--- config.mk ---
export PLATFORM = sky130hd
export DESIGN_NAME = nmi2axi4l
export DESIGN_NICKNAME = d
export VERILOG_FILES = /design/src/rtl/nmi2axi4l_pkg.sv /design/src/rtl/dffer.sv /design/src/rtl/dffr.sv /design/src/rtl/nmi2axi4l.sv
export SDC_FILE = /design/constraint.sdc
export NUM_CORES = 1
export LEC_CHECK = 0
export BUFFER_PORTS_ARGS = -buffer_cell sky130_fd_sc_hd__buf_4
export CORE_UTILIZATION = 24
export DETAILED_ROUTE_END_ITERATION = 8
export HOLD_SLACK_MARGIN = 0.15
export MAX_ROUTING_LAYER = met4
export PLACE_DENSITY = 0.5
export SYNTH_ARGS = -nofsm -noshare
export SYNTH_HDL_FRONTEND = slang
export SYNTH_HIERARCHICAL = 1
export SYNTH_SLANG_ARGS = --single-unit
--- constraint.sdc ---
create_clock -name clk_i -period 5.95 [get_ports clk_i]
set_input_delay 0.8925 -clock clk_i [delete_from_list [all_inputs] [get_ports clk_i]]
set_output_delay 0.8925 -clock clk_i [all_outputs]
set_load 0.01 [all_outputs]
--- src/rtl/nmi2axi4l_pkg.sv ---
// Shared types and AXI field encodings for the NMI to AXI4-Lite bridge.
package nmi2axi4l_pkg;

  typedef enum logic [2:0] {
    ST_IDLE  = 3'd0,
    ST_WREQ  = 3'd1,
    ST_WRESP = 3'd2,
    ST_RREQ  = 3'd3,
    ST_RRESP = 3'd4,
    ST_ACK   = 3'd5
  } nmi2axi4l_state_e;

  localparam logic [1:0] AXI_RESP_OKAY   = 2'b00;
  localparam logic [1:0] AXI_RESP_EXOKAY = 2'b01;
  localparam logic [1:0] AXI_RESP_SLVERR = 2'b10;
  localparam logic [1:0] AXI_RESP_DECERR = 2'b11;

  localparam logic [2:0] AXI_PROT_DATA  = 3'b000;
  localparam logic [2:0] AXI_PROT_INSTR = 3'b100;

  // Instruction fetches are flagged through the prot[2] (instruction) bit.
  function automatic logic [2:0] ar_prot(input logic instr);
    return instr ? AXI_PROT_INSTR : AXI_PROT_DATA;
  endfunction

endpackage

--- src/rtl/dffer.sv ---
// Register with load enable and asynchronous active-low reset to zero.
module dffer #(
  parameter int unsigned W = 1
) (
  input  logic         clk,
  input  logic         rst_n,
  input  logic         en,
  input  logic [W-1:0] d,
  output logic [W-1:0] q
);

  always_ff @(posedge clk or negedge rst_n) begin
    if (!rst_n)  q <= '0;
    else if (en) q <= d;
  end

endmodule

--- src/rtl/dffr.sv ---
// Plain register with asynchronous active-low reset to zero.
module dffr #(
  parameter int unsigned W = 1
) (
  input  logic         clk,
  input  logic         rst_n,
  input  logic [W-1:0] d,
  output logic [W-1:0] q
);

  always_ff @(posedge clk or negedge rst_n) begin
    if (!rst_n) q <= '0;
    else        q <= d;
  end

endmodule

--- src/rtl/nmi2axi4l.sv ---
// NMI responder to AXI4-Lite initiator bridge: one outstanding transaction,
// error reporting and a per-transaction watchdog.
module nmi2axi4l
  import nmi2axi4l_pkg::*;
#(
  parameter int unsigned TIMEOUT_CYC = 1024,
  parameter logic [31:0] ERR_DATA    = 32'hDEAD_BEEF
) (
  input  logic        clk_i,
  input  logic        rst_n_i,
  input  logic        mem_valid_i,
  input  logic        mem_instr_i,
  input  logic [31:0] mem_addr_i,
  input  logic [31:0] mem_wdata_i,
  input  logic [3:0]  mem_wstrb_i,
  output logic        mem_ready_o,
  output logic [31:0] mem_rdata_o,
  output logic [31:0] awaddr_o,
  output logic [2:0]  awprot_o,
  output logic        awvalid_o,
  input  logic        awready_i,
  output logic [31:0] wdata_o,
  output logic [3:0]  wstrb_o,
  output logic        wvalid_o,
  input  logic        wready_i,
  input  logic [1:0]  bresp_i,
  input  logic        bvalid_i,
  output logic        bready_o,
  output logic [31:0] araddr_o,
  output logic [2:0]  arprot_o,
  output logic        arvalid_o,
  input  logic        arready_i,
  input  logic [31:0] rdata_i,
  input  logic [1:0]  rresp_i,
  input  logic        rvalid_i,
  output logic        rready_o,
  output logic        err_o,
  output logic        busy_o
);

  localparam int unsigned CNT_W = (TIMEOUT_CYC > 2) ? $clog2(TIMEOUT_CYC) : 1;
  localparam logic [CNT_W-1:0] TMO_LAST =
    (TIMEOUT_CYC == 0) ? '0 : CNT_W'(TIMEOUT_CYC - 1);

  logic [2:0]       state_q, state_d;
  logic [CNT_W-1:0] cnt_q, cnt_d;
  logic             aw_done_q, aw_done_d;
  logic             w_done_q, w_done_d;
  logic             err_q, err_d;
  logic [31:0]      rdata_q, rdata_d;
  logic             rsp_en;
  logic             cap_en;
  logic [31:0]      addr_q, wdata_q;
  logic [3:0]       wstrb_q;
  logic             instr_q;
  logic             st_idle, st_wreq, st_wresp, st_rreq, st_rresp, st_ack;
  logic             aw_fire, w_fire, tmo_hit;

  assign st_idle  = (state_q == ST_IDLE);
  assign st_wreq  = (state_q == ST_WREQ);
  assign st_wresp = (state_q == ST_WRESP);
  assign st_rreq  = (state_q == ST_RREQ);
  assign st_rresp = (state_q == ST_RRESP);
  assign st_ack   = (state_q == ST_ACK);

  assign cap_en  = st_idle & mem_valid_i;
  assign aw_fire = awvalid_o & awready_i;
  assign w_fire  = wvalid_o & wready_i;
  assign tmo_hit = (TIMEOUT_CYC != 0) && (cnt_q == TMO_LAST);

  // Next-state, watchdog and response capture
  always_comb begin
    state_d   = state_q;
    cnt_d     = cnt_q;
    aw_done_d = 1'b0;
    w_done_d  = 1'b0;
    err_d     = 1'b0;
    rdata_d   = '0;
    rsp_en    = 1'b0;
    case (state_q)
      ST_IDLE: begin
        cnt_d = '0;
        if (mem_valid_i) state_d = (mem_wstrb_i != 4'b0000) ? ST_WREQ : ST_RREQ;
      end
      ST_WREQ: begin
        cnt_d     = cnt_q + CNT_W'(1);
        aw_done_d = aw_done_q | aw_fire;
        w_done_d  = w_done_q | w_fire;
        if (tmo_hit) begin
          state_d = ST_ACK;
          err_d   = 1'b1;
          rsp_en  = 1'b1;
        end else if (aw_done_d && w_done_d) begin
          state_d = ST_WRESP;
        end
      end
      ST_WRESP: begin
        cnt_d = cnt_q + CNT_W'(1);
        // A response landing on the expiry cycle still counts as a response.
        if (bvalid_i) begin
          state_d = ST_ACK;
          err_d   = (bresp_i != AXI_RESP_OKAY);
          rsp_en  = 1'b1;
        end else if (tmo_hit) begin
          state_d = ST_ACK;
          err_d   = 1'b1;
          rsp_en  = 1'b1;
        end
      end
      ST_RREQ: begin
        cnt_d = cnt_q + CNT_W'(1);
        if (tmo_hit) begin
          state_d = ST_ACK;
          err_d   = 1'b1;
          rdata_d = ERR_DATA;
          rsp_en  = 1'b1;
        end else if (arready_i) begin
          state_d = ST_RRESP;
        end
      end
      ST_RRESP: begin
        cnt_d = cnt_q + CNT_W'(1);
        if (rvalid_i) begin
          state_d = ST_ACK;
          err_d   = (rresp_i != AXI_RESP_OKAY);
          rdata_d = err_d ? ERR_DATA : rdata_i;
          rsp_en  = 1'b1;
        end else if (tmo_hit) begin
          state_d = ST_ACK;
          err_d   = 1'b1;
          rdata_d = ERR_DATA;
          rsp_en  = 1'b1;
        end
      end
      ST_ACK:  state_d = ST_IDLE;
      default: state_d = ST_IDLE;
    endcase
  end

  // State, watchdog and handshake-tracking registers
  dffr #(.W(3))     u_state   (.clk(clk_i), .rst_n(rst_n_i), .d(state_d),   .q(state_q));
  dffr #(.W(CNT_W)) u_cnt     (.clk(clk_i), .rst_n(rst_n_i), .d(cnt_d),     .q(cnt_q));
  dffr #(.W(1))     u_aw_done (.clk(clk_i), .rst_n(rst_n_i), .d(aw_done_d), .q(aw_done_q));
  dffr #(.W(1))     u_w_done  (.clk(clk_i), .rst_n(rst_n_i), .d(w_done_d),  .q(w_done_q));

  // Response and request capture registers
  dffer #(.W(1))  u_err   (.clk(clk_i), .rst_n(rst_n_i), .en(rsp_en), .d(err_d),       .q(err_q));
  dffer #(.W(32)) u_rdata (.clk(clk_i), .rst_n(rst_n_i), .en(rsp_en), .d(rdata_d),     .q(rdata_q));
  dffer #(.W(32)) u_addr  (.clk(clk_i), .rst_n(rst_n_i), .en(cap_en), .d(mem_addr_i),  .q(addr_q));
  dffer #(.W(32)) u_wdata (.clk(clk_i), .rst_n(rst_n_i), .en(cap_en), .d(mem_wdata_i), .q(wdata_q));
  dffer #(.W(4))  u_wstrb (.clk(clk_i), .rst_n(rst_n_i), .en(cap_en), .d(mem_wstrb_i), .q(wstrb_q));
  dffer #(.W(1))  u_instr (.clk(clk_i), .rst_n(rst_n_i), .en(cap_en), .d(mem_instr_i), .q(instr_q));

  // Outputs: registers or decodes of the state register only
  assign awvalid_o   = st_wreq & ~aw_done_q;
  assign wvalid_o    = st_wreq & ~w_done_q;
  assign bready_o    = st_wresp;
  assign arvalid_o   = st_rreq;
  assign rready_o    = st_rresp;
  assign mem_ready_o = st_ack;
  assign err_o       = st_ack & err_q;
  assign mem_rdata_o = st_ack ? rdata_q : '0;
  assign busy_o      = ~st_idle;
  assign awaddr_o    = addr_q;
  assign araddr_o    = addr_q;
  assign wdata_o     = wdata_q;
  assign wstrb_o     = wstrb_q;
  assign awprot_o    = AXI_PROT_DATA;
  assign arprot_o    = ar_prot(instr_q);

endmodule

==> flow_metrics.tcl, run 1 <==
set metrics [dict create \
    synth_area_leader_cell "dfrtp_1" \
    ff_latch_area_mm2 0.00293 \
    relSlewSlack_pct 27.9 \
    synth_edf_count 0 \
    grt_pass1_wl_um 24300 \
    status "finished clean" \
    clk_pin_slew_ps 60 \
    num_antenna_cells 0 \
    netlist_area_mm2 0.00604 \
    max-cap-violations 0 \
    whs_endpoint "u_wdata/q[21]" \
    insertion_delay_ps 400 \
    synth_top_cell_area_share_pct 48.5 \
    setup_tns_ps 0 \
    endpoint_kind "output pin" \
    fin_worst_skew_ps 6.59 \
    netlist_instances 468 \
    cts_tree "done" \
    cts_buffers 17 \
    num-fill-cells 2512 \
    viasPerCell 4.08 \
    antenna_found_initial 1 \
    grt_pass1_vias 4071 \
    synth_async_sr_flop_share_pct 100 \
    post_cts_buffers 0 \
    portBuffers 253 \
    fin_util_pct 34.4 \
    drive_gt1_share_pct 57.2 \
    synthFlopType "dfrtp_1" \
    post_drt_wl_per_cell_um 15.6 \
    min_path_type "flip-flop to flip-flop" \
    dieArea_mm2 0.0258 \
    critPathArrivalTime_ps 2610 \
    syn2layout_area_growth_pct 39.8 \
    ys_types 45 \
    rows 57 \
    required_ps 5060 \
    root_buffer "clkbuf_16" \
    setup_violations 0 \
    dp_hpwl_um 11100 \
    reg2reg_slack_ps 3070 \
    rsz0062_at_grt "false" \
    overflow 0 \
    drc 0 \
    fmax_mhz 285 \
    vias 4170 \
    coreArea_mm2 0.0245 \
    leakagePower_nw 4.16 \
    min_from "u_wdata/q[21]" \
    synth-seq-cells 117 \
    cp-startpoint "u_state/q[2]" \
    grt_max_degree 64 \
    clk_path_buf_depth 2 \
    finish.net_count 798 \
    r2r_end "u_addr/q[29]" \
    synth_area_per_cell_um2 12.9 \
    wl_um 15900 \
    whs_path_depth 1 \
    multi_input_area_mm2 0.00256 \
    globalplace.congestion 0.740 \
    cp-start-kind "flip-flop" \
    path_max_fanout 34 \
    initialDrtViolationCount 175 \
    antenna_left 0 \
    layout_min_cycle_time_ps 3510 \
    io_pins 259 \
    numClockSinks 117 \
    holdBufCountCts 0 \
    yosysWarnings 6 \
    worst-setup-path-type "flip-flop to output pin" \
    cts_resized 0 \
    finalMaxSlewViolations 0 \
    cts_htree_levels 4 \
    powerDensity_mw_per_mm2 501 \
    hold_viol 0 \
    final.setup.worst_slack_ps 2440 \
    period_share_pct 58.9 \
    ff2ff_path_depth 4 \
    die_x_um 161 \
    grt_usage_pct 12.7 \
    first_pass_iters 4 \
    seq_area_frac_synth_pct 48.5 \
    worst_pin_slew_ps 1080 \
    pre_cts_slack_ps 2820 \
    worst_r2r_startpoint "u_state/q[1]" \
    die_y_um 161 \
    start_util_pct 24.6 \
    ys_top_cells_by_area "dfrtp_1 (48%), mux2_4 (23%), buf_4 (4.7%)" \
    max-vdd-ir-drop_mv 0.180 \
    total_power_mw 4.23 \
]
[cell type report]
| cell class | count | share of cell area [%] |
|---|---|---|
| clock buffer | 18 | 5.08 |
| clock inverter | 14 | 2.09 |
| inverter | 7 | 0.311 |
| multi-input combinational | 285 | 30.3 |
| sequential | 117 | 34.7 |
| tap | 324 | 4.80 |
| timing repair buffer | 256 | 22.8 |
[cells by family after synthesis]
kind of cell / share of synthesized area, %
flip-flops: 48.5
multiplexers: 24.9
AND/OR/NAND/NOR: 10.6
AO/OA/AOI/OAI: 5.20
XOR/XNOR: 0.580
buffers and inverters: 9.84
adder cells (fa/ha/maj): 0.373
other: 0.0621
[placed cells by master, fill, tap and decap left out, types with 2 or more instances in the layout]
cell type,count
inv_1,6
nor3_4,2
dfrtp_1,117
conb_1,5
xnor2_1,4
nor3_1,7
clkinvlp_4,5
a21oi_1,5
o21ai_0,31
nand3_1,6
buf_4,256
a31oi_1,2
o31ai_1,2
clkinv_4,2
nor4_1,3
or3_1,2
bufinv_16,3
mux2_2,10
nand2_1,5
nor2_1,41
o211ai_1,3
mux2_4,92
a211oi_1,3
clkbuf_16,17
inv_6,3
and2_1,43
[through the flow]
step | instance area (um^2) | hold WS (ps) | instances
finish | 8450 | 509 | 1021
global route | 8450 | 515 | 1021
detailed placement | 7840 | 488 | 989
CTS | 8450 | 509 | 1021
floorplan | 6060 | 472 | 472
global placement | 7840 | 494 | 989
[critical path, cell delays in order, from the launching register on]
cell and delay, ps:
dfrtp_1 680, inv_2 220, nor3_4 920, and2_1 260, buf_4 120
[layer usage]
metal	wire length (um)	vias to the layer above	GRT usage, %
li1	-	1997	-
met1	6920	2006	15.9
met2	7800	157	19.8
met3	1020	10	4.08
met4	145	0	2.81
met5	0	-	-
[synth_stat cells (2+ instances only)]
| master | n |
|---|---|
| nor3_1 | 7 |
| buf_2 | 4 |
| a21oi_1 | 5 |
| nor2_1 | 41 |
| nand3_1 | 6 |
| mux2_2 | 10 |
| inv_1 | 6 |
| o211ai_1 | 3 |
| and2_1 | 43 |
| nor4_1 | 3 |
| mux2_4 | 92 |
| buf_6 | 5 |
| dfrtp_1 | 117 |
| clkbuf_1 | 7 |
| buf_12 | 9 |
| o31ai_1 | 3 |
| a211oi_1 | 3 |
| or3_1 | 2 |
| nand2_1 | 5 |
| a31oi_1 | 2 |
| buf_4 | 38 |
| o21ai_0 | 31 |
| xnor2_1 | 4 |
[power breakdown]
part           switching [mW]  total (mW)  internal (mW)
clock network           0.402        1.07          0.663
logic                   0.732        1.80           1.07
registers               0.247        1.36           1.11
[how the worst max path moves through the flow]
stage / endpoint / cells past startpoint
2_1_floorplan: u_rdata/q[0] / 6
3_3_place_gp: mem_rdata_o[25] / 4
3_5_place_dp: mem_rdata_o[25] / 4
4_1_cts: mem_rdata_o[1] / 4
5_1_grt: err_o / 4
6_report: mem_rdata_o[1] / 4
[registers in the layout, indices dropped and copies added, names as in the netlist]
signal and flops:
u_wdata/q 32, u_wstrb/q 4, u_rdata/q 32, u_state/q 3, u_err/q 1, u_addr/q 32
u_cnt/q 10, u_w_done/q 1, u_instr/q 1, u_aw_done/q 1
(Power assumes the default switching activity.)
==> run 2, diff against run 1 <==
ABC_AREA = 1   (was unset)
clock period = 3.3 ns   (was 5.95 ns; I/O delays follow)
==> run 2 against run 1 <==
Effect of this change:
- clock power up 82%
- area after synthesis up 2.0%
- count of clock-buffer cells in the layout up 1
- clock skew up 3.0 ps
- global-route usage up 1.4 points
- worst setup slack worse by 1800 ps
- via count up 27%
- power up 75%
- wire length up 11%
- cell count up 31%
- hold slack worse by 230 ps
- register-to-register slack worse by 2000 ps
- critical endpoint is now mem_rdata_o[6]
- largest cell class unchanged
- largest power group unchanged
==> flow_metrics.tcl, run 2 <==
set metrics [dict create \
    die_x_um 162 \
    vias 5305 \
    multi_input_area_mm2 0.00230 \
    min_path_type "input port to flip-flop" \
    status "finished clean" \
    rows 58 \
    max-cap-violations 0 \
    relSlewSlack_pct 29.4 \
    drive_gt1_share_pct 36.6 \
    worst-setup-path-type "flip-flop to output pin" \
    final_cell_mix "nand2_1 (320), buf_4 (263), dfrtp_1 (117)" \
    ys_top_cells_by_area "dfrtp_1 (48%), nand2_1 (19%), buf_4 (5.0%)" \
    cts_htree_levels 4 \
    final_common_cell "nand2_1" \
    worst_r2r_startpoint "u_state/q[2]" \
    finalMaxSlewViolations 0 \
    netlist_instances 774 \
    num_antenna_cells 0 \
    synth_fa_ha_area_share_pct 0.203 \
    fmax_mhz 373 \
    synth_top_cell_area_share_pct 47.5 \
    cp-start-kind "flip-flop" \
    whs_path_depth 3 \
    period_share_pct 81.2 \
    synth_compound_area_share_pct 4.91 \
    root_buffer "clkbuf_16" \
    io_pins 259 \
    endpoint_kind "output pin" \
    synth_area_leader_cell "dfrtp_1" \
    largestRegisters "u_addr/q: 32 flops, u_rdata/q: 32 flops, u_wdata/q: 32 flops" \
    cts_resized 0 \
    netlist_area_mm2 0.00616 \
    clk_pin_slew_ps 60 \
    dp_hpwl_um 12800 \
    drc 0 \
    cts_buffers 17 \
    path_max_fanout 33 \
    reg2reg_slack_ps 1050 \
    seq_area_frac_synth_pct 47.5 \
    path_cells "inv_2 > nand2_1 > nor2_1 > inv_1 > nor2_1 > buf_4" \
    synth_top_family_by_area "simple AND/OR/NAND/NOR gates" \
    synth-xor-area-share_pct 0.142 \
    coreArea_mm2 0.0252 \
    muxShareOfSynthArea_pct 0 \
    antenna_found_initial 0 \
    ff2ff_path_depth 10 \
    leakagePower_nw 4.62 \
    ys_types 33 \
    hold_viol 0 \
    cpPeakStageDelay_ps 760 \
    finish.net_count 1105 \
    ff_latch_area_mm2 0.00293 \
    rsz0062_at_grt "false" \
    num-fill-cells 2755 \
    min_from "mem_addr_i[30]" \
    overflow 0 \
    layout_min_cycle_time_ps 2680 \
    synth-seq-cells 117 \
    die_y_um 162 \
    whs_endpoint "u_addr/q[30]" \
    synth_area_per_cell_um2 7.96 \
    grt_usage_pct 14.1 \
    syn2layout_area_growth_pct 38.8 \
    post_drt_wl_per_cell_um 13.2 \
    synth_async_sr_flop_share_pct 100 \
    grt_pass1_vias 5123 \
    grt_max_degree 62 \
    required_ps 2800 \
    r2r_end "u_rdata/q[31]" \
    synthFlopType "dfrtp_1" \
    powerDensity_mw_per_mm2 863 \
    grt_pass1_wl_um 27900 \
    setup_violations 0 \
    worst_pin_slew_ps 1060 \
    start_util_pct 24.5 \
    portBuffers 253 \
    synth.most_common_cell "nand2_1" \
    synth_common_cells "nand2_1 (320), dfrtp_1 (117), nor2_1 (82)" \
    synth_edf_count 0 \
    wl_um 17700 \
    cp_num_buf_inv 3 \
    total_power_mw 7.38 \
    antenna_left 0 \
    fin_worst_skew_ps 9.63 \
    numClockSinks 117 \
    dieArea_mm2 0.0263 \
    setup_tns_ps 0 \
    first_pass_iters 4 \
    critPathArrivalTime_ps 2180 \
    cp_top_family "buffers and inverters" \
    cts_tree "done" \
    yosysWarnings 6 \
    path_depth 6 \
    path_common_cell "nor2_1" \
    insertion_delay_ps 410 \
    initialDrtViolationCount 286 \
    max-vdd-ir-drop_mv 0.339 \
    slowest_stage "inv_1" \
    viasPerCell 3.98 \
    globalplace.congestion 0.772 \
    synth-simple-area-share_pct 31.8 \
    clk_path_buf_depth 2 \
]
## run 2: changes by cell type after synthesis, sizes merged, moves of 5 or more
cell and change:
nand2 +349, clkbuf +5, nand3 +16, nor3 -9, inv +62, and2 -43
nor2 +46, mux2 -102
## run 2: cell type report
cell class                 count  share of cell area (%)
clock inverter                13                    2.00
timing repair buffer         265                    23.4
clock buffer                  19                    5.30
sequential                   117                    34.2
inverter                      69                    3.29
multi-input combinational    521                    26.9
tap                          330                    4.83
## run 2: how the worst max path moves through the flow
stage	endpoint	startpoint
after floorplan	mem_rdata_o[10]	u_state/q[1]
after detailed placement	mem_rdata_o[6]	u_state/q[1]
final	mem_rdata_o[6]	u_state/q[1]
after global routing	mem_rdata_o[7]	u_state/q[1]
after CTS	mem_rdata_o[6]	u_state/q[1]
after global placement	u_rdata/q[14]	u_state/q[2]
## run 2: routing by layer
layer  up-vias  track usage, %  routed length, um
li1       2732               -                  -
met3         6            3.86               1140
met1      2407            17.6               8000
met5         -               -                  0
met4         0            3.34                103
met2       160            22.5               8410
## run 2: cell families (layout without fill, tap and decap cells)
family / count (synthesis) / count (layout)
AND/OR/NAND/NOR: 471 / 471
buffers and inverters: 140 / 366
flip-flops: 117 / 117
AO/OA/AOI/OAI: 43 / 43
adder cells (fa/ha/maj): 1 / 1
other: 1 / 5
XOR/XNOR: 1 / 1
## run 2: metrics by stage
stage               instance area [um^2]  instances  hold slack, ps  utilization [%]  worst slack, ps
finish                              8550       1334             277             34.0              622
global placement                    7920       1301             455             31.4             1050
global route                        8550       1334             259             34.0              403
CTS                                 8550       1334             249             34.0              564
detailed placement                  7920       1301             460             31.4             1020
floorplan                           6180        778             199                -             1500
## run 2: worst min-delay path, stage by stage
cell,delay (ps)
buf_4,70
nand2_1,30
nand2_1,50
## run 2: what timing repair did
action,CTS,global route
hold endpoints to repair,31,0
setup buffers,0,0
hold buffers,1,0
## run 2: power breakdown
group / internal, mW / total (mW) / switching (mW)
logic: 1.33 / 2.96 / 1.63
registers: 2.03 / 2.47 / 0.447
clock network: 1.24 / 1.95 / 0.711
total: 4.59 / 7.38 / 2.79
==> run 3, diff against run 2 <==
clock period = 2.8 ns   (was 3.3 ns; I/O delays follow)
==> run 3 against run 2 <==
Effect of this change:
- sequential share of layout area hardly changed
- cell area is 0.10% lower
- die area stayed put
- worst setup slack worse by 220 ps
- clock skew is 10 ps higher
- flip-flop and latch count stayed put
- global-route usage is 0.069 points lower
- via count is 0.83% higher
- combinational power is 18% higher
- count of clock-buffer cells in the layout is 2 lower
- hold slack worse by 82 ps
- non-clock buffer count is 3 higher
- critical endpoint is now mem_rdata_o[7]
==> flow_metrics.tcl, run 3 (synthesized netlist as in run 2, its figures left out) <==
set metrics [dict create \
    status "finished clean" \
    required_ps 2380 \
    insertion_delay_ps 420 \
    final_cells 1337 \
    numClockSinks 117 \
    first_pass_iters 4 \
    grt_pass1_wl_um 27700 \
    num_antenna_cells 0 \
    setup_tns_ps 0 \
    globalplace.congestion 0.762 \
    antenna_found_initial 0 \
    period_share_pct 85.5 \
    portBuffers 253 \
    overflow 0 \
    rows 58 \
    coreArea_mm2 0.0252 \
    syn2layout_area_growth_pct 38.7 \
    path_max_fanout 22 \
    powerDensity_mw_per_mm2 1010 \
    fmax_mhz 418 \
    final_cell_mix "nand2_1 (320), buf_4 (266), dfrtp_1 (117)" \
    dieArea_mm2 0.0263 \
    max-vdd-ir-drop_mv 0.394 \
    hold_viol 0 \
    viasPerCell 4.00 \
    antenna_left 0 \
    cts_tree "done" \
    drive_gt1_share_pct 36.7 \
    cp-start-kind "flip-flop" \
    rsz0062_at_grt "false" \
    holdWs_ps 195 \
    io_pins 259 \
    clk_path_buf_depth 2 \
    relSlewSlack_pct 59.4 \
    start_util_pct 24.5 \
    worst-setup-path-type "flip-flop to output pin" \
    finish.net_count 1108 \
    wl_um 17300 \
    vias 5349 \
    die_x_um 162 \
    grt_max_degree 63 \
    finalMaxSlewViolations 0 \
    dp_cells 1304 \
    clk_pin_slew_ps 60 \
    endpoint_kind "output pin" \
    die_y_um 162 \
    grt_pass1_vias 5288 \
    layout_min_cycle_time_ps 2390 \
    leakagePower_nw 4.61 \
    final_common_cell "nand2_1" \
    setup_violations 0 \
    grt_usage_pct 14.0 \
    dp_hpwl_um 12600 \
    post_drt_wl_per_cell_um 12.9 \
    critPathArrivalTime_ps 1970 \
    min_path_type "input port to flip-flop" \
    reg2reg_slack_ps 610 \
    worst_pin_slew_ps 609 \
    fin_worst_skew_ps 19.6 \
    cts_htree_levels 4 \
    root_buffer "clkbuf_16" \
    initialDrtViolationCount 274 \
    num-fill-cells 2793 \
    cts_buffers 17 \
    drc 0 \
    max-cap-violations 0 \
    largestRegisters "u_addr/q: 32 flops, u_rdata/q: 32 flops, u_wdata/q: 32 flops" \
]
[run 3: changes by cell type in the layout (fill, tap and decap cells not counted)]
| cell | delta |
|---|---|
| clkbuf_8 | -2 |
| buf_4 | +3 |
| clkinv_4 | -4 |
| bufinv_16 | -1 |
| inv_8 | +1 |
| inv_6 | +4 |
| clkinvlp_4 | +2 |
[run 3: final cells by class]
| cell class | instances | area, um^2 | share of cell area (%) |
|---|---|---|---|
| clock buffer | 17 | 425 | 4.98 |
| clock inverter | 15 | 168 | 1.96 |
| sequential | 117 | 2930 | 34.3 |
| inverter | 69 | 282 | 3.30 |
| timing repair buffer | 268 | 2030 | 23.7 |
| tap | 330 | 413 | 4.83 |
| multi-input combinational | 521 | 2300 | 26.9 |
[run 3: timing repair]
item,in CTS,in global routing
buffers inserted,0,0
gates resized for setup,0,0
hold buffers,1,0
hold endpoints to repair,30,0
[run 3: critical path: stages (launching register included)]
cell and delay, ps:
dfrtp_1 430, inv_2 150, nand2_1 80, nor2_1 160, inv_1 210, buf_4 270
nor2_1 110, buf_4 140
[run 3: where the power goes]
group          switching [mW]  leakage (nW)  total, mW  internal, mW
clock network           0.867         0.280       2.20          1.33
logic                    1.90          2.83       3.48          1.58
registers               0.523          1.50       2.91          2.39
[run 3: per-layer routing]
metal	routed length, um	track usage (%)	part of all wire, %
met4	148	3.82	0.86
met1	8040	17.6	47
met5	0	-	0
met3	1020	4.06	5.9
met2	8080	21.9	47
[run 3: final timing paths]
path | cells past startpoint | startpoint | end
worst max-delay path | 7 | u_state/q[1] | mem_rdata_o[7]
worst min-delay path | 3 | mem_addr_i[30] | u_addr/q[30]
worst max register to register | 10 | u_cnt/q[0] | u_rdata/q[3]
worst min register to register | 2 | u_rdata/q[15] | u_rdata/q[15]
max in group asynchronous | 3 | rst_n_i | u_state/q[0]
min in group asynchronous | 2 | rst_n_i | u_wdata/q[27]
[run 3: per-stage QoR]
stage / util, % / total power [mW] / worst slack, ps / instance area [um^2]
global route: 33.9 / 9.28 / 173 / 8540
CTS: 33.9 / 8.78 / 374 / 8540
finish: 33.9 / 8.59 / 406 / 8540
detailed placement: 31.5 / 6.49 / 622 / 7940
floorplan: - / 5.17 / 1080 / 6180
global placement: 31.5 / 6.47 / 621 / 7940
